--- src/rtl/fpga_run_display.sv ---
// Board-level run controller for the arlet6502 wrapper: debounced start, CPU reset/run
// sequencing, saturating run-cycle counter and a parametrised hex seven-segment driver.
module fpga_run_display #(
    parameter int unsigned NUM_DIGITS      = 8,
    parameter int unsigned DATA_W          = 32,
    parameter int unsigned DEBOUNCE_CYCLES = 16,
    parameter int unsigned RESET_CYCLES    = 4,
    parameter bit          SEG_ACTIVE_LOW  = 1'b1,
    parameter bit          BLANK_LEADING   = 1'b0
) (
    input  logic                    clk_i,
    input  logic                    reset_ni,
    input  logic                    start_i,
    input  logic                    mode_i,
    input  logic [DATA_W-1:0]       value_i,
    input  logic                    value_valid_i,
    output logic                    cpu_reset_o,
    output logic                    running_o,
    output logic [DATA_W-1:0]       cycle_count_o,
    output logic [7*NUM_DIGITS-1:0] seg_o
);

    localparam int unsigned DispW = 4 * NUM_DIGITS;
    localparam int unsigned SegW  = 7 * NUM_DIGITS;
    localparam int unsigned CopyW = (DATA_W < DispW) ? DATA_W : DispW;
    localparam int unsigned DbW   = $clog2(DEBOUNCE_CYCLES + 1);
    localparam int unsigned RcW   = $clog2(RESET_CYCLES + 1);

    typedef enum logic [1:0] {StIdle, StRstp, StRun, StHold} state_e;

    // Active-high a..g pattern (bit 0 = a).
    function automatic logic [6:0] hex7(input logic [3:0] n);
        logic [6:0] p;
        case (n)
            4'h0: p = 7'h3F;
            4'h1: p = 7'h06;
            4'h2: p = 7'h5B;
            4'h3: p = 7'h4F;
            4'h4: p = 7'h66;
            4'h5: p = 7'h6D;
            4'h6: p = 7'h7D;
            4'h7: p = 7'h07;
            4'h8: p = 7'h7F;
            4'h9: p = 7'h6F;
            4'hA: p = 7'h77;
            4'hB: p = 7'h7C;
            4'hC: p = 7'h39;
            4'hD: p = 7'h5E;
            4'hE: p = 7'h79;
            4'hF: p = 7'h71;
            default: p = 7'h00;
        endcase
        return p;
    endfunction

    function automatic logic [SegW-1:0] encode(input logic [DispW-1:0] d);
        logic [SegW-1:0] s;
        logic            zero_above;
        logic [3:0]      nib;
        logic [6:0]      pat;
        s          = '0;
        zero_above = 1'b1;
        for (int k = NUM_DIGITS - 1; k >= 0; k--) begin
            nib        = d[4*k +: 4];
            zero_above = zero_above & (nib == 4'h0);
            if (BLANK_LEADING && (k != 0) && zero_above) begin
                pat = 7'h00;
            end else begin
                pat = hex7(nib);
            end
            s[7*k +: 7] = SEG_ACTIVE_LOW ? ~pat : pat;
        end
        return s;
    endfunction

    localparam logic [SegW-1:0] SegReset = encode('0);

    // Input synchroniser and debounce
    logic           start_meta_q, start_s_q;
    logic           start_db_q, start_db_d;
    logic [DbW-1:0] db_cnt_q, db_cnt_d;

    always_comb begin
        db_cnt_d   = '0;
        start_db_d = start_db_q;
        if (start_s_q != start_db_q) begin
            if (db_cnt_q == DbW'(DEBOUNCE_CYCLES - 1)) begin
                start_db_d = ~start_db_q;
            end else begin
                db_cnt_d = db_cnt_q + DbW'(1);
            end
        end
    end

    always_ff @(posedge clk_i or negedge reset_ni) begin
        if (!reset_ni) begin
            start_meta_q <= 1'b0;
            start_s_q    <= 1'b0;
            start_db_q   <= 1'b0;
            db_cnt_q     <= '0;
        end else begin
            start_meta_q <= start_i;
            start_s_q    <= start_meta_q;
            start_db_q   <= start_db_d;
            db_cnt_q     <= db_cnt_d;
        end
    end

    // Run-control FSM; outputs are set on the transition edge so they stay registered.
    state_e            state_q;
    logic [RcW-1:0]    rst_cnt_q;
    logic              cpu_reset_q, running_q;
    logic [DATA_W-1:0] count_q;

    always_ff @(posedge clk_i or negedge reset_ni) begin
        if (!reset_ni) begin
            state_q     <= StIdle;
            rst_cnt_q   <= '0;
            cpu_reset_q <= 1'b1;
            running_q   <= 1'b0;
            count_q     <= '0;
        end else begin
            unique case (state_q)
                StIdle, StHold: begin
                    if (start_db_q) begin
                        state_q   <= StRstp;
                        rst_cnt_q <= '0;
                        count_q   <= '0;
                    end
                end
                StRstp: begin
                    count_q <= '0;
                    if (!start_db_q) begin
                        state_q <= StHold;
                    end else if (rst_cnt_q == RcW'(RESET_CYCLES - 1)) begin
                        state_q     <= StRun;
                        cpu_reset_q <= 1'b0;
                        running_q   <= 1'b1;
                    end else begin
                        rst_cnt_q <= rst_cnt_q + RcW'(1);
                    end
                end
                StRun: begin
                    // The cycle that ends in HOLD was still a RUN cycle, so it counts.
                    if (count_q != '1) begin
                        count_q <= count_q + DATA_W'(1);
                    end
                    if (!start_db_q) begin
                        state_q     <= StHold;
                        cpu_reset_q <= 1'b1;
                        running_q   <= 1'b0;
                    end
                end
                default: state_q <= StIdle;
            endcase
        end
    end

    // Value capture and display pipeline
    logic [DATA_W-1:0] value_q;
    logic [DATA_W-1:0] src_sel;
    logic [DispW-1:0]  disp_q, disp_d;
    logic [SegW-1:0]   seg_q;

    always_comb begin
        src_sel              = mode_i ? count_q : value_q;
        disp_d               = '0;
        disp_d[CopyW-1:0]    = src_sel[CopyW-1:0];
    end

    always_ff @(posedge clk_i or negedge reset_ni) begin
        if (!reset_ni) begin
            value_q <= '0;
            disp_q  <= '0;
            seg_q   <= SegReset;
        end else begin
            if (value_valid_i) begin
                value_q <= value_i;
            end
            disp_q <= disp_d;
            seg_q  <= encode(disp_q);
        end
    end

    assign cpu_reset_o   = cpu_reset_q;
    assign running_o     = running_q;
    assign cycle_count_o = count_q;
    assign seg_o         = seg_q;

endmodule

--- config.mk ---
export PLATFORM = sky130hd
export DESIGN_NAME = fpga_run_display
export DESIGN_NICKNAME = d
export VERILOG_FILES = /design/src/rtl/fpga_run_display.sv
export SDC_FILE = /design/constraint.sdc
export NUM_CORES = 1
export LEC_CHECK = 0
export ABC_AREA = 1
export BUFFER_PORTS_ARGS = -buffer_cell sky130_fd_sc_hd__buf_2
export CORE_MARGIN = 8
export CORE_UTILIZATION = 30
export CTS_CLUSTER_SIZE = 30
export DETAILED_ROUTE_END_ITERATION = 10
export HOLD_SLACK_MARGIN = 0.08
export SYNTH_ARGS = -nofsm -noshare
export SYNTH_HDL_FRONTEND = slang
export SYNTH_SLANG_ARGS = --single-unit
--- constraint.sdc ---
create_clock -name clk_i -period 1.9 [get_ports clk_i]
set_clock_uncertainty 0.05 [all_clocks]
set_input_delay 0.38 -clock clk_i [delete_from_list [all_inputs] [get_ports clk_i]]
set_output_delay 0.38 -clock clk_i [all_outputs]
set_load 0.1 [all_outputs]
==> results of run 1 <==
[state kept, by name (all words and copies together), names as in the netlist, 2 cells and up]
register and cells:
seg_o 56, rst_cnt_q 3, cycle_count_o 32, state_q 2, disp_q 32, value_q 32, db_cnt_q 5
[final cells by class]
cell class	count	area [µm²]
clock inverters	12	141
inverters	122	458
fillers	2840	17300
flip-flops and latches	167	4260
multi-input cells	661	3700
repair buffers	161	1010
clock buffers	20	467
well taps	378	473
[metal layers]
layer	routed length, µm	share of wire	vias up	global-route usage
met3	1560	0.071	13	0.0437
met4	161	0.0073	0	0.0294
met2	10700	0.49	155	0.226
met5	0	0	-	0
li1	-	-	3457	-
met1	9590	0.44	3258	0.160
[repair_timing]
item / 4_1_cts / 5_1_grt
endpoints found under the hold margin: 29 / 0
endpoints found under the setup margin: 3 / 24
buffers inserted: 0 / 9
gates resized for setup: 3 / 3
cloned: 0 / 1
hold buffers: 2 / 0
pin swaps: 0 / 1
[power by group through the flow]
stage | combinational [mW] | clock (mW) | sequential [mW]
6_report | 3.62 | 3.54 | 4.11
4_1_cts | 3.45 | 3.67 | 4.11
2_1_floorplan | 1.43 | 0 | 5.58
5_1_grt | 3.88 | 3.80 | 4.16
3_3_place_gp | 3.42 | 0 | 4.16
3_5_place_dp | 3.44 | 0 | 4.18
[how the worst max path moves through the flow]
stage / end / from / slack, ps / depth (start not counted)
5_1_grt: cycle_count_o[12]$_DFFE_PN0P_ / state_q[0]$_DFFE_PN0P_ / -4 / 11
3_3_place_gp: cycle_count_o[11]$_DFFE_PN0P_ / cycle_count_o[1]$_DFFE_PN0P_ / 140 / 10
4_1_cts: cycle_count_o[9] / cycle_count_o[9]$_DFFE_PN0P_ / 8 / 2
6_report: cpu_reset_o / cpu_reset_o$_DFFE_PN1P_ / 80 / 1
2_1_floorplan: cycle_count_o[0]$_DFFE_PN0P_ / cycle_count_o[8]$_DFFE_PN0P_ / 5 / 8
3_5_place_dp: cycle_count_o[11]$_DFFE_PN0P_ / cycle_count_o[1]$_DFFE_PN0P_ / 90 / 10
[synth_stat cells, drive strengths merged]
cell and instances:
ha 54, o22ai 4, o211ai 5, a21boi 3, a22oi 3, o21ai 131
nand4 3, or2 1, nand3 70, nor3 2, and3 1, dfstp 9
dfrtp 158, buf 8, xnor2 9, a32o 3, o31ai 13, inv 122
and2 1, nand3b 2, clkbuf 31, a32oi 4, a21oi 28, nand2 235
xor2 2, nor2 85, o21a 1
[through the flow]
stage / power [mW] / setup slack (ps) / area (µm²) / hold slack, ps
finish: 11.3 / 76.7 / 10500 / 110
floorplan: 7.01 / 4.53 / 8620 / 34.4
detailed placement: 7.61 / 94.4 / 9800 / 261
CTS: 11.2 / 7.55 / 10400 / 90.3
global placement: 7.58 / 138 / 9800 / 258
global route: 11.8 / -4.33 / 10500 / 99.6
[cell usage in the layout (no fill, tap or decap), types with 4 or more instances in the layout]
master and instances:
sky130_fd_sc_hd__a32oi_1 4, sky130_fd_sc_hd__clkbuf_16 17, sky130_fd_sc_hd__nor2_2 7, sky130_fd_sc_hd__dfrtp_1 126
sky130_fd_sc_hd__o211ai_1 5, sky130_fd_sc_hd__dfstp_2 9, sky130_fd_sc_hd__nor2_1 75, sky130_fd_sc_hd__dfrtp_2 19
sky130_fd_sc_hd__buf_4 28, sky130_fd_sc_hd__nand2_1 213, sky130_fd_sc_hd__a21oi_1 28, sky130_fd_sc_hd__xnor2_1 9
sky130_fd_sc_hd__ha_1 53, sky130_fd_sc_hd__o22ai_1 4, sky130_fd_sc_hd__nand3_1 68, sky130_fd_sc_hd__dfrtp_4 13
sky130_fd_sc_hd__inv_2 4, sky130_fd_sc_hd__inv_1 118, sky130_fd_sc_hd__buf_2 121, sky130_fd_sc_hd__o21ai_0 110
sky130_fd_sc_hd__clkinvlp_4 5, sky130_fd_sc_hd__o31ai_1 13, sky130_fd_sc_hd__buf_12 8, sky130_fd_sc_hd__o21ai_2 19
sky130_fd_sc_hd__nand2_2 20
[cells by family (layout without fill, tap and decap cells)]
logic type | Yosys count | in the layout | share of synthesized area
and+or+nand+nor | 400 | 401 | 0.205
AOI/OAI and AO/OA | 195 | 195 | 0.134
DFF | 167 | 167 | 0.492
buffers and inverters | 161 | 315 | 0.0785
adders and majority gates | 54 | 54 | 0.0793
xor gates and xnor gates | 11 | 11 | 0.0113
==> flow_summary.toml, run 1 <==
[worst_setup_path]
timing_worst_setup_path_type = "flip-flop to primary output"
path_max_fanout = 2
r2r_end = "cycle_count_o[11]$_DFFE_PN0P_"
path_buf_inv = 1
r2r-start = "cycle_count_o[1]$_DFFE_PN0P_"
critPathCaptureType = "primary output"
worstPathArrival_ps = 1390
critical_path_required_ps = 1470
crit_path_cell_trace = "buf_2"
reg2regPathDepth = 10
cpPeakStageDelay_ps = 540
cpLargestDelayFamily = "flip-flops"
r2r_slack_ps = 110
timing.critical_path.slowest_stage_cell = "sky130_fd_sc_hd__dfstp_2"
cp-start-kind = "flip-flop"

[clock_tree]
clock_insertion_delay_worst_skew_ps = 430
cts_htree_levels = 4
ctsRootBufferMaster = "sky130_fd_sc_hd__clkbuf_16"
tritoncts = "built"
cts_buffers = 17
cts_buffer_depth = 2
cts_sinks = 167
clkTransAtPathRegs_ps = 70

[finish]
final_util = 0.378
drive_gt1_frac = 0.255
layout_stage_area_growth_over_the_synthesis_result_pct = 23.4
stdcell_count = 1521
number_of_nets_in_the_layout = 1221
antenna-diode-count = 0

[synthesis]
mappedNetlistNets = 1079
post_synth_num_cell_types = 38
postSynthAreaPerCell_um2 = 8.63
synth_warnings = 0
yosysSeqAreaShare = 0.492
post_synth_instance_area_um2 = 8520
gate_count_after_technology_mapping = 988
postSynthRegisterBits = 167
yosysTopAreaCell = "sky130_fd_sc_hd__dfrtp_1"
synth_top_area_frac = 0.464
yosys-top-cells-area = "sky130_fd_sc_hd__dfrtp_1 (46%), sky130_fd_sc_hd__nand2_1 (9.4%), sky130_fd_sc_hd__ha_1 (7.9%)"

[timing]
final_count_of_hold_timing_violations = 0
timing_worst_slew_pin_value_ps = 535
final.min_clock_period_ps = 1820
period_share = 0.960
max_clock_freq_ghz = 0.548
setup-violations-final = 0
maxSlewHeadroom = 0.646
timing_max_transition_violations_final = 0
final.setup.tns_ps = 0

[floorplan]
initial_util = 0.306
die_y_um = 185
die_area_um2 = 34100
floorplan.io_pins = 127
die_width_um = 185
core_region_area_um2 = 27900
rows = 61

[power]
share_comb_of_total_power = 0.321
power.switching_fraction = 0.392
seqPwrFrac = 0.365
share_clk_of_total_power = 0.314
p_int_mw = 6.85
vdd_drop_max_mv = 0.759
p_switching_mw = 4.42
power.static_leakage_nw = 5.01
pwr_density_cell_nw_per_um2 = 1070

[routing]
final_antenna_net_count = 0
drc = 0
wirelength_um = 22000
average_wire_per_standard_cell_um = 14.4
number_of_vias_after_detailed_routing = 6883
initialDrtViolationCount = 375
firstDrtPassIters = 5
drt-vias-per-instance = 4.53

[worst_hold_path]
hold_path_class = "primary input to flip-flop"
hold_end = "value_q[7]$_DFFE_PN0P_"
hold_path.startpoint = "value_i[7]"
hold_path_depth = 3

[placement]
place_inst = 1477
place_congestion = 0.851
post-dp-hpwl_um = 16300
port_buf_inserts = 126

[global_routing]
grt_remaining_overflow = 0
vias_in_the_first_global_route = 7038
groute.usage.overall = 0.132
first_pass_grt_wire_length_um = 36100
antenna_found_initial = 0
grt_max_degree = 65

[job]
max_cap_violations = 0

[status]
outcome = "finished, final reports clean"
(Power assumes the default switching activity.)
==> inputs of run 2 (changes only) <==
--- a/config.mk
+++ b/config.mk
@@ -6,11 +6,11 @@
 export NUM_CORES = 1
 export LEC_CHECK = 0
 export ABC_AREA = 1
-export BUFFER_PORTS_ARGS = -buffer_cell sky130_fd_sc_hd__buf_2
 export CORE_MARGIN = 8
 export CORE_UTILIZATION = 30
 export CTS_CLUSTER_SIZE = 30
 export DETAILED_ROUTE_END_ITERATION = 10
+export DONT_BUFFER_PORTS = 1
 export HOLD_SLACK_MARGIN = 0.08
 export SYNTH_ARGS = -nofsm -noshare
 export SYNTH_HDL_FRONTEND = slang
==> constraint.sdc (replaced) <==
create_clock -name clk_i -period 2.3 [get_ports clk_i]
set_clock_uncertainty 0.05 [all_clocks]
set_input_delay 0.46 -clock clk_i [delete_from_list [all_inputs] [get_ports clk_i]]
set_output_delay 0.46 -clock clk_i [all_outputs]
set_load 0.1 [all_outputs]
==> run 2 against run 1 <==
  * The run now ends with hold timing left
  * Total power shrank 21%
  * Design area shrank 4.4%
  * Final cell count shrank 4.8%
  * Worst hold slack lost 420 ps
  * Critical path type is now flip-flop to flip-flop
  * Critical path depth grew 9
  * Non-clock buffer count shrank 72
  * Clock power shrank 18%
  * First-iteration DRC count grew 37%
==> flow_summary.toml, run 2 (synthesized netlist as in run 1, its figures left out) <==
[status]
outcome = "finished with violations"
violations_in_the_final_reports = "hold timing"

[floorplan]
die_area_um2 = 34100
floorplan.io_pins = 127
initial_util = 0.306
core_region_area_um2 = 27900
rows = 61
die_width_um = 185
die_y_um = 185

[worst_setup_path]
path_max_fanout = 35
critPathCaptureType = "flip-flop"
crit_path_cell_trace = "ha_1 -> nand2_1 -> nor2_2 -> nand2_2 -> nor2_8 -> nand3_4 -> nand2_8 -> inv_2 -> nand2_1 -> o21ai_1"
r2r_slack_ps = 310
reg2regPathDepth = 10
r2r_end = "cycle_count_o[7]$_DFFE_PN0P_"
critical_path_required_ps = 2570
cpPeakStageDelay_ps = 420
timing_worst_setup_path_type = "flip-flop to flip-flop"
cp-start-kind = "flip-flop"
worstPathArrival_ps = 2260
critPathMostFrequentCell = "sky130_fd_sc_hd__nand2_1"
path_buf_inv = 1
timing.critical_path.slowest_stage_cell = "sky130_fd_sc_hd__dfrtp_2"
r2r-start = "cycle_count_o[1]$_DFFE_PN0P_"
cpLargestDelayFamily = "simple AND/OR/NAND/NOR gates"

[power]
power.switching_fraction = 0.396
p_int_mw = 5.39
pwr_density_cell_nw_per_um2 = 886
seqPwrFrac = 0.406
share_clk_of_total_power = 0.326
p_switching_mw = 3.53
vdd_drop_max_mv = 0.563
power.static_leakage_nw = 4.70
share_comb_of_total_power = 0.267

[timing]
period_share = 0.865
rsz_0062_raised_after_global_routing = "no"
max_clock_freq_ghz = 0.503
maxSlewHeadroom = 0.617
timing_worst_slew_pin_value_ps = 572
timing_max_transition_violations_final = 0
worst_hold_margin_ps = -309
setup-violations-final = 0
final.min_clock_period_ps = 1990
final_count_of_hold_timing_violations = 167
final.setup.tns_ps = 0

[global_routing]
antenna_found_initial = 0
first_pass_grt_wire_length_um = 34500
groute.usage.overall = 0.129
vias_in_the_first_global_route = 6465
grt_max_degree = 168
grt_remaining_overflow = 0

[clock_tree]
clock_insertion_delay_worst_skew_ps = 430
ctsRootBufferMaster = "sky130_fd_sc_hd__clkbuf_16"
cts_buffer_depth = 2
clkTransAtPathRegs_ps = 70
cts_htree_levels = 4
ctsResizeCount = 0
cts_buffers = 17
tritoncts = "built"
cts_sinks = 167

[routing]
drt-vias-per-instance = 4.54
initialDrtViolationCount = 514
average_wire_per_standard_cell_um = 14.8
firstDrtPassIters = 4
wirelength_um = 21500
number_of_vias_after_detailed_routing = 6579
final_antenna_net_count = 0
drc = 0

[finish]
stdcell_count = 1448
layout_stage_area_growth_over_the_synthesis_result_pct = 18.0
drive_gt1_frac = 0.170
layout.cells.most_common_list = "sky130_fd_sc_hd__nand2_1 (214), sky130_fd_sc_hd__dfrtp_1 (155), sky130_fd_sc_hd__inv_1 (119)"
number_of_nets_in_the_layout = 1148
antenna-diode-count = 0
largest_register_ffs = 56
layout_commonest_cell = "sky130_fd_sc_hd__nand2_1"
fill_cells = 2829

[placement]
post-dp-hpwl_um = 15300
place_congestion = 0.882
port_buf_inserts = 0
place_inst = 1411

[worst_hold_path]
hold_path_class = "primary input to async pin"

[job]
max_cap_violations = 0
## run 2: changes by cell type in the layout (fill, tap and decap cells not counted), moves of 8 or more
cell	previous run	this run
sky130_fd_sc_hd__buf_12	8	0
sky130_fd_sc_hd__dfrtp_2	19	3
sky130_fd_sc_hd__dfrtp_1	126	155
sky130_fd_sc_hd__dfrtp_4	13	0
sky130_fd_sc_hd__buf_4	28	84
sky130_fd_sc_hd__buf_2	121	0
## run 2: per-layer routing
layer,track usage,share of wire,wire length (µm),up-vias
li1,-,-,-,3318
met1,0.155,0.43,9200,3109
met2,0.214,0.48,10300,134
met3,0.0435,0.077,1650,18
met4,0.0394,0.013,276,0
met5,0,0,0,-
## run 2: stage by stage
step / utilization / instance area (µm²) / worst slack, ps / hold WS, ps / power [mW]
after global placement: 0.338 / 9420 / 394 / 125 / 6.04
final: 0.361 / 10100 / 311 / -309 / 8.92
after global routing: 0.361 / 10100 / 133 / -342 / 9.37
after floorplan: - / 8530 / 8.90 / 114 / 5.78
after detailed placement: 0.338 / 9420 / 331 / 125 / 6.07
after CTS: 0.361 / 10000 / 304 / -347 / 9.04
## run 2: power groups by stage
stage	clock, mW	combinational [mW]	sequential, mW
finish	2.91	2.38	3.62
global route	3.14	2.57	3.66
CTS	3.01	2.40	3.62
detailed placement	0	2.39	3.68
global placement	0	2.37	3.67
floorplan	0	1.18	4.60
## run 2: worst max path at each step
stage	start	to	slack [ps]	depth (start not counted)
after floorplan	cycle_count_o[18]$_DFFE_PN0P_	cycle_count_o[2]$_DFFE_PN0P_	9	10
after global placement	cycle_count_o[1]$_DFFE_PN0P_	cycle_count_o[6]$_DFFE_PN0P_	390	10
after detailed placement	cycle_count_o[1]$_DFFE_PN0P_	cycle_count_o[6]$_DFFE_PN0P_	330	10
after CTS	cycle_count_o[1]$_DFFE_PN0P_	cycle_count_o[7]$_DFFE_PN0P_	300	10
after global routing	cycle_count_o[1]$_DFFE_PN0P_	cycle_count_o[7]$_DFFE_PN0P_	130	10
final	cycle_count_o[1]$_DFFE_PN0P_	cycle_count_o[7]$_DFFE_PN0P_	310	10
## run 2: timing repair
item                      CTS  global route
hold buffers                4             1
buffers inserted            0             0
hold endpoints to repair  174           168
## run 2: worst reg2reg max path, stage by stage, from the launching register on
cell,delay [ps]
sky130_fd_sc_hd__dfrtp_2,420
sky130_fd_sc_hd__ha_1,190
sky130_fd_sc_hd__nand2_1,80
sky130_fd_sc_hd__nor2_2,180
sky130_fd_sc_hd__nand2_2,140
sky130_fd_sc_hd__nor2_8,170
sky130_fd_sc_hd__nand3_4,140
sky130_fd_sc_hd__nand2_8,270
sky130_fd_sc_hd__inv_2,120
sky130_fd_sc_hd__nand2_1,70
sky130_fd_sc_hd__o21ai_1,50
## run 2: layout make-up
type                            instances  area, µm²  area share
Sequential cell                       167       4190       0.417
Clock buffer                           18        429      0.0427
Timing Repair Buffer                   89        681      0.0677
Tap cell                              378        473      0.0470
Multi-Input combinational cell        660       3660       0.364
Inverter                              122        458      0.0455
Clock inverter                         14        161      0.0160
